`src/rtl/fir_symmetric_pkg.sv`:
```
// Shared widths, tap count and the unique half of the symmetric coefficient set
// for the 21-tap linear-phase bandpass FIR.
package fir_symmetric_pkg;

  localparam int DATA_W_DEF = 16;
  localparam int COEF_W_DEF = 16;
  localparam int OUT_W_DEF  = 32;
  localparam int NTAPS_DEF  = 21;
  localparam int NUNIQ_DEF  = (NTAPS_DEF + 1) / 2;

  typedef logic signed [COEF_W_DEF-1:0] coef_arr_t [NUNIQ_DEF];

  // h[0..9] pair with h[20..11]; h[10] is the centre tap. The taps sum to zero.
  localparam coef_arr_t H_COEFS = '{
    -16'sd120,  -16'sd210,  -16'sd180,   16'sd95,    16'sd560, 16'sd910,
     16'sd700,  -16'sd190,  -16'sd1450, -16'sd2550,  16'sd4870
  };

endpackage

```
`src/rtl/fir_preadd_mult.sv`:
```
// One symmetric tap pair: registers x[k] + x[N-1-k] at full width and presents
// its product with the pair's coefficient to the top-level adder tree.
module fir_preadd_mult
  import fir_symmetric_pkg::*;
#(
  parameter int DATA_W = DATA_W_DEF,
  parameter int COEF_W = COEF_W_DEF
) (
  input  logic                           clk,
  input  logic                           rst,
  input  logic signed [DATA_W-1:0]       a_i,
  input  logic signed [DATA_W-1:0]       b_i,
  input  logic signed [COEF_W-1:0]       coef_i,
  output logic signed [DATA_W+COEF_W:0]  prod_o
);

  localparam int PROD_W = DATA_W + COEF_W + 1;

  logic signed [DATA_W:0] pre_d;
  logic signed [DATA_W:0] pre_q;

  always_comb begin
    pre_d = {a_i[DATA_W-1], a_i} + {b_i[DATA_W-1], b_i};
  end

  always_ff @(posedge clk) begin
    if (!rst) begin
      pre_q <= '0;
    end else begin
      pre_q <= pre_d;
    end
  end

  assign prod_o = PROD_W'(pre_q) * PROD_W'(coef_i);

endmodule

```
`src/rtl/fir_symmetric_filter.sv`:
```
// 21-tap type-I symmetric FIR: delay line, registered pre-adds, combinational
// multiply/adder tree, saturating registered output. Latency 2, one sample/clock.
module fir_symmetric_filter
  import fir_symmetric_pkg::*;
#(
  parameter int        DATA_W = DATA_W_DEF,
  parameter int        COEF_W = COEF_W_DEF,
  parameter int        OUT_W  = OUT_W_DEF,
  parameter int        NTAPS  = NTAPS_DEF,
  parameter coef_arr_t COEFS  = H_COEFS
) (
  input  logic                     clk,
  input  logic                     rst,
  input  logic signed [DATA_W-1:0] sample_in,
  output logic signed [OUT_W-1:0]  filtered_out
);

  localparam int NPAIR  = (NTAPS - 1) / 2;
  localparam int CTR    = NPAIR;
  localparam int PROD_W = DATA_W + COEF_W + 1;
  localparam int ACC_W  = PROD_W + $clog2(NPAIR + 1) + 1;

  localparam logic signed [ACC_W-1:0] ACC_MAX = {{(ACC_W-OUT_W+1){1'b0}}, {(OUT_W-1){1'b1}}};
  localparam logic signed [ACC_W-1:0] ACC_MIN = {{(ACC_W-OUT_W+1){1'b1}}, {(OUT_W-1){1'b0}}};

  logic signed [DATA_W-1:0] x_q [NTAPS];
  logic signed [DATA_W:0]   ctr_q;
  logic signed [PROD_W-1:0] prod [NPAIR];
  logic signed [PROD_W-1:0] ctr_prod;
  logic signed [ACC_W-1:0]  acc_d;
  logic signed [OUT_W-1:0]  out_d;

  // x_q[0] holds the newest sample; reset discards the whole history.
  always_ff @(posedge clk) begin
    if (!rst) begin
      for (int i = 0; i < NTAPS; i++) x_q[i] <= '0;
      ctr_q <= '0;
    end else begin
      x_q[0] <= sample_in;
      for (int i = 1; i < NTAPS; i++) x_q[i] <= x_q[i-1];
      ctr_q <= {x_q[CTR][DATA_W-1], x_q[CTR]};
    end
  end

  for (genvar k = 0; k < NPAIR; k++) begin : g_pair
    fir_preadd_mult #(
      .DATA_W (DATA_W),
      .COEF_W (COEF_W)
    ) u_pair (
      .clk    (clk),
      .rst    (rst),
      .a_i    (x_q[k]),
      .b_i    (x_q[NTAPS-1-k]),
      .coef_i (COEFS[k]),
      .prod_o (prod[k])
    );
  end

  assign ctr_prod = PROD_W'(ctr_q) * PROD_W'(COEFS[CTR]);

  always_comb begin
    acc_d = ACC_W'(ctr_prod);
    for (int k = 0; k < NPAIR; k++) acc_d = acc_d + ACC_W'(prod[k]);
  end

  // Clamp rather than wrap when the full-precision sum leaves the output range.
  always_comb begin
    if (acc_d > ACC_MAX) begin
      out_d = {1'b0, {(OUT_W-1){1'b1}}};
    end else if (acc_d < ACC_MIN) begin
      out_d = {1'b1, {(OUT_W-1){1'b0}}};
    end else begin
      out_d = acc_d[OUT_W-1:0];
    end
  end

  always_ff @(posedge clk) begin
    if (!rst) begin
      filtered_out <= '0;
    end else begin
      filtered_out <= out_d;
    end
  end

endmodule

```
`config.mk`:
```
export PLATFORM = sky130hd
export DESIGN_NAME = fir_symmetric_filter
export DESIGN_NICKNAME = d
export VERILOG_FILES = /design/src/rtl/fir_symmetric_pkg.sv /design/src/rtl/fir_preadd_mult.sv /design/src/rtl/fir_symmetric_filter.sv
export SDC_FILE = /design/constraint.sdc
export NUM_CORES = 2
export LEC_CHECK = 0
export CAP_MARGIN = 20
export CORE_ASPECT_RATIO = 0.9
export CORE_UTILIZATION = 65
export DETAILED_ROUTE_END_ITERATION = 7
export DONT_BUFFER_PORTS = 1
export HOLD_SLACK_MARGIN = 0.15
export PLACE_DENSITY = 0.93
export SYNTH_ARGS = -nofsm -noshare
export SYNTH_HDL_FRONTEND = slang
export SYNTH_SLANG_ARGS = --single-unit
```
`constraint.sdc`:
```
create_clock -name clk -period 13.05 [get_ports clk]
set_input_delay 2.61 -clock clk [delete_from_list [all_inputs] [get_ports clk]]
set_output_delay 2.61 -clock clk [all_outputs]
set_load 0.05 [all_outputs]
```
==> results.md <==
- TritonCTS clock tree: built
- Peak supply drop: 0.650 mV
- Unrepaired setup endpoints after global routing: false
- Violated checks: design-rule violations
- FF+latch count, synth: 538
- WP data arrival: 12440 ps
- Mapped Area: 58300 sq um
- Setup Skew: 28.1 ps
- Top Ports: 50
- Yosys Warn Count: 0
- Most frequent CP cell: fa_1
- Setup TNS: 0 ps
- Final Max Slew Viols: 0
- Seq/Total Area, Yosys: 0.185
- Top cells by count, synth: inv_1 (1424), ha_1 (996), fa_1 (715)
- Register area: 10800 sq um
- Multi-input logic area: 41900 sq um
- Hold Crit Class: reg -> reg
- Status: finished, violations left
- Postcts setup bufs: 0
- Die span in x: 318 um
- Number of synthesized flops with an enable pin: 0
- Max cap viols: 0
- Req. time, crit path: 13510 ps
- Crit Path Max Fanout: 31
- Longest Clk Path Bufs: 3
- Post-Syn Nets: 7803
- Num CTS Buffers: 58
- Worst slew pin tran: 1080 ps
- Final wirelength: 153 mm
- PwrDens: 178 nW/um^2
- Final cell count without fillers: 7272
- Crit-path max cell delay: 790 ps
- # clock sinks: 538
- Worst-Skew Late Latency: 670 ps
- Dominant cell type by area after synthesis: fa_1
- Initial DRC count: 4080
- Ranking of synthesized cells by area: fa_1 (25%), ha_1 (21%), dfxtp_1 (18%)
- Root Buffer: clkbuf_16
- Nets: 7793
- Area Growth Syn to Fin: 5.57%
- H-tree levels: 2
- Total gr overflow: 0
- CP Launch Type: register
- Final setup vio count: 0
- Num rows: 103
- Starting Density: 0.660
- Crit path capture type: register
- Tot GR Track Use: 0.340
- Main synth FF type: dfxtp_1
- Ys async rst share: 0
- Fin. Hold Viols: 0
- Largest net degree at the start of global routing: 545
- First-pass GRT wire length: 240 mm
- Critical setup path kind: reg -> reg
- Via/cell ratio: 5.84
- Core area: 88300 sq um
- Hpwl dp: 127 mm
- Final period util: 0.918
- Synth top area share: 0.246
- Crit-path slowest cell: o31ai_4
- Number of global-route vias before repair: 44.0k
- Critical Path Start: g_pair[1].u_pair.pre_q[0]
- Initial antenna violation count: 8
- CTS clk-pin slew, worst paths: 70 ps
- Min-delay src: x_q[5][7]
- Slew Limit Headroom: 0.277
- Synth Area per Inst: 9.60 sq um
- DRT antenna net count: 0
- Post-CTS Resized: 0
- Fin crit period: 11980 ps
- TritonRoute pass-1 iters: 8
- Layout cells sized above 1: 0.0283
- Hold bufs inserted after CTS: 0
- RePlAce Congestion: 1.03
- Syn Inst Count: 6074
- Library cells used by synthesis: 79
- Number of fill cells: 5899
- Critical R2R Launch: g_pair[1].u_pair.pre_q[0]
- Routed len/inst: 21.0 um
- Chip height: 286 um
- DR vias: 42.4k
- Die area: 90900 sq um
- Placed instance count: 7157
- Leakage: 0.0321 uW
- Max Freq: 0.0835 GHz
- Port Buffers: 0
- Count leader, synth: inv_1
- DRC: 1
-- sequential cells by signal (all words and copies together) (netlist names) --
| name | flops |
|---|---|
| ctr_q | 15 |
| filtered_out | 32 |
| g_pair.u_pair.pre_q | 170 |
| x_q | 321 |
-- stage by stage --
stage / area (sq um) / utilization / hold WS [ps] / setup slack [ps] / power, uW
floorplan: 58300 / - / 412 / 2670 / 7380
global placement: 59500 / 0.674 / 413 / 1540 / 8630
detailed placement: 59500 / 0.674 / 420 / 1240 / 8920
CTS: 61500 / 0.697 / 433 / 1150 / 10800
global route: 61500 / 0.697 / 446 / 392 / 11800
finish: 61500 / 0.697 / 428 / 1070 / 11000
-- critical path: cells and delay by family (launching register included) --
family / cells / cell delay (ps)
xor+xnor: 1 / 350
fa+ha+maj: 12 / 5320
buf+inv: 7 / 380
simple gates: 2 / 250
compound gates: 18 / 4820
flops: 1 / 640
-- cell families after synthesis --
family | count (synthesis) | synth area share
buffers and inverters | 1501 | 0.0971
muxes | 15 | 0.00275
DFF | 538 | 0.185
adders and majority gates | 1711 | 0.459
AOI/OAI and AO/OA | 785 | 0.0896
and+or+nand+nor | 1180 | 0.115
xor gates and xnor gates | 344 | 0.0517
-- area by class of cell --
class / count / share of cell area
multi-input combinational: 4035 / 0.680
sequential: 538 / 0.175
inverter: 1425 / 0.0869
clock buffer: 77 / 0.0264
tap: 1155 / 0.0235
clock inverter: 31 / 0.00687
timing repair buffer: 6 / 0.000793
antenna: 5 / 0.000203
-- routing by layer --
layer  track usage  part of all wire  vias to the layer above
met5             0                 0                        -
met4         0.153             0.051                        0
met3        0.0726              0.10                      462
met2         0.528              0.44                     1947
met1         0.457              0.41                    20700
li1              -                 -                    19300
-- layout by cell type, fill, tap and decap left out, types with 36 or more instances in the layout --
| cell | netlist | final |
|---|---|---|
| a21boi_0 | 40 | 40 |
| a21o_1 | 65 | 65 |
| a21oi_1 | 211 | 211 |
| and2_1 | 427 | 427 |
| and3_1 | 53 | 53 |
| clkbuf_16 | 0 | 58 |
| dfxtp_1 | 538 | 538 |
| fa_1 | 715 | 715 |
| ha_1 | 996 | 996 |
| inv_1 | 1424 | 1424 |
| nand2_1 | 95 | 95 |
| nand3_1 | 56 | 56 |
| nor2_1 | 194 | 194 |
| nor2b_1 | 84 | 84 |
| nor3_1 | 75 | 75 |
| nor3b_1 | 51 | 51 |
| o21a_1 | 46 | 46 |
| o21ai_0 | 186 | 186 |
| or3_1 | 36 | 36 |
| xnor2_1 | 245 | 245 |
| xor2_1 | 99 | 99 |
-- report_power, final --
part / internal, uW / switching [uW]
logic: 2760 / 4430
registers: 1790 / 205
clock network: 1020 / 752
total: 5570 / 5390
-- path summary, 6_finish.rpt --
check	cells after the start	slack [ps]	endpoint
max	40	1070	filtered_out[10]
min	1	430	ctr_q[7]
max reg2reg	40	1070	filtered_out[10]
min reg2reg	1	430	ctr_q[7]
(Power assumes the default switching activity.)
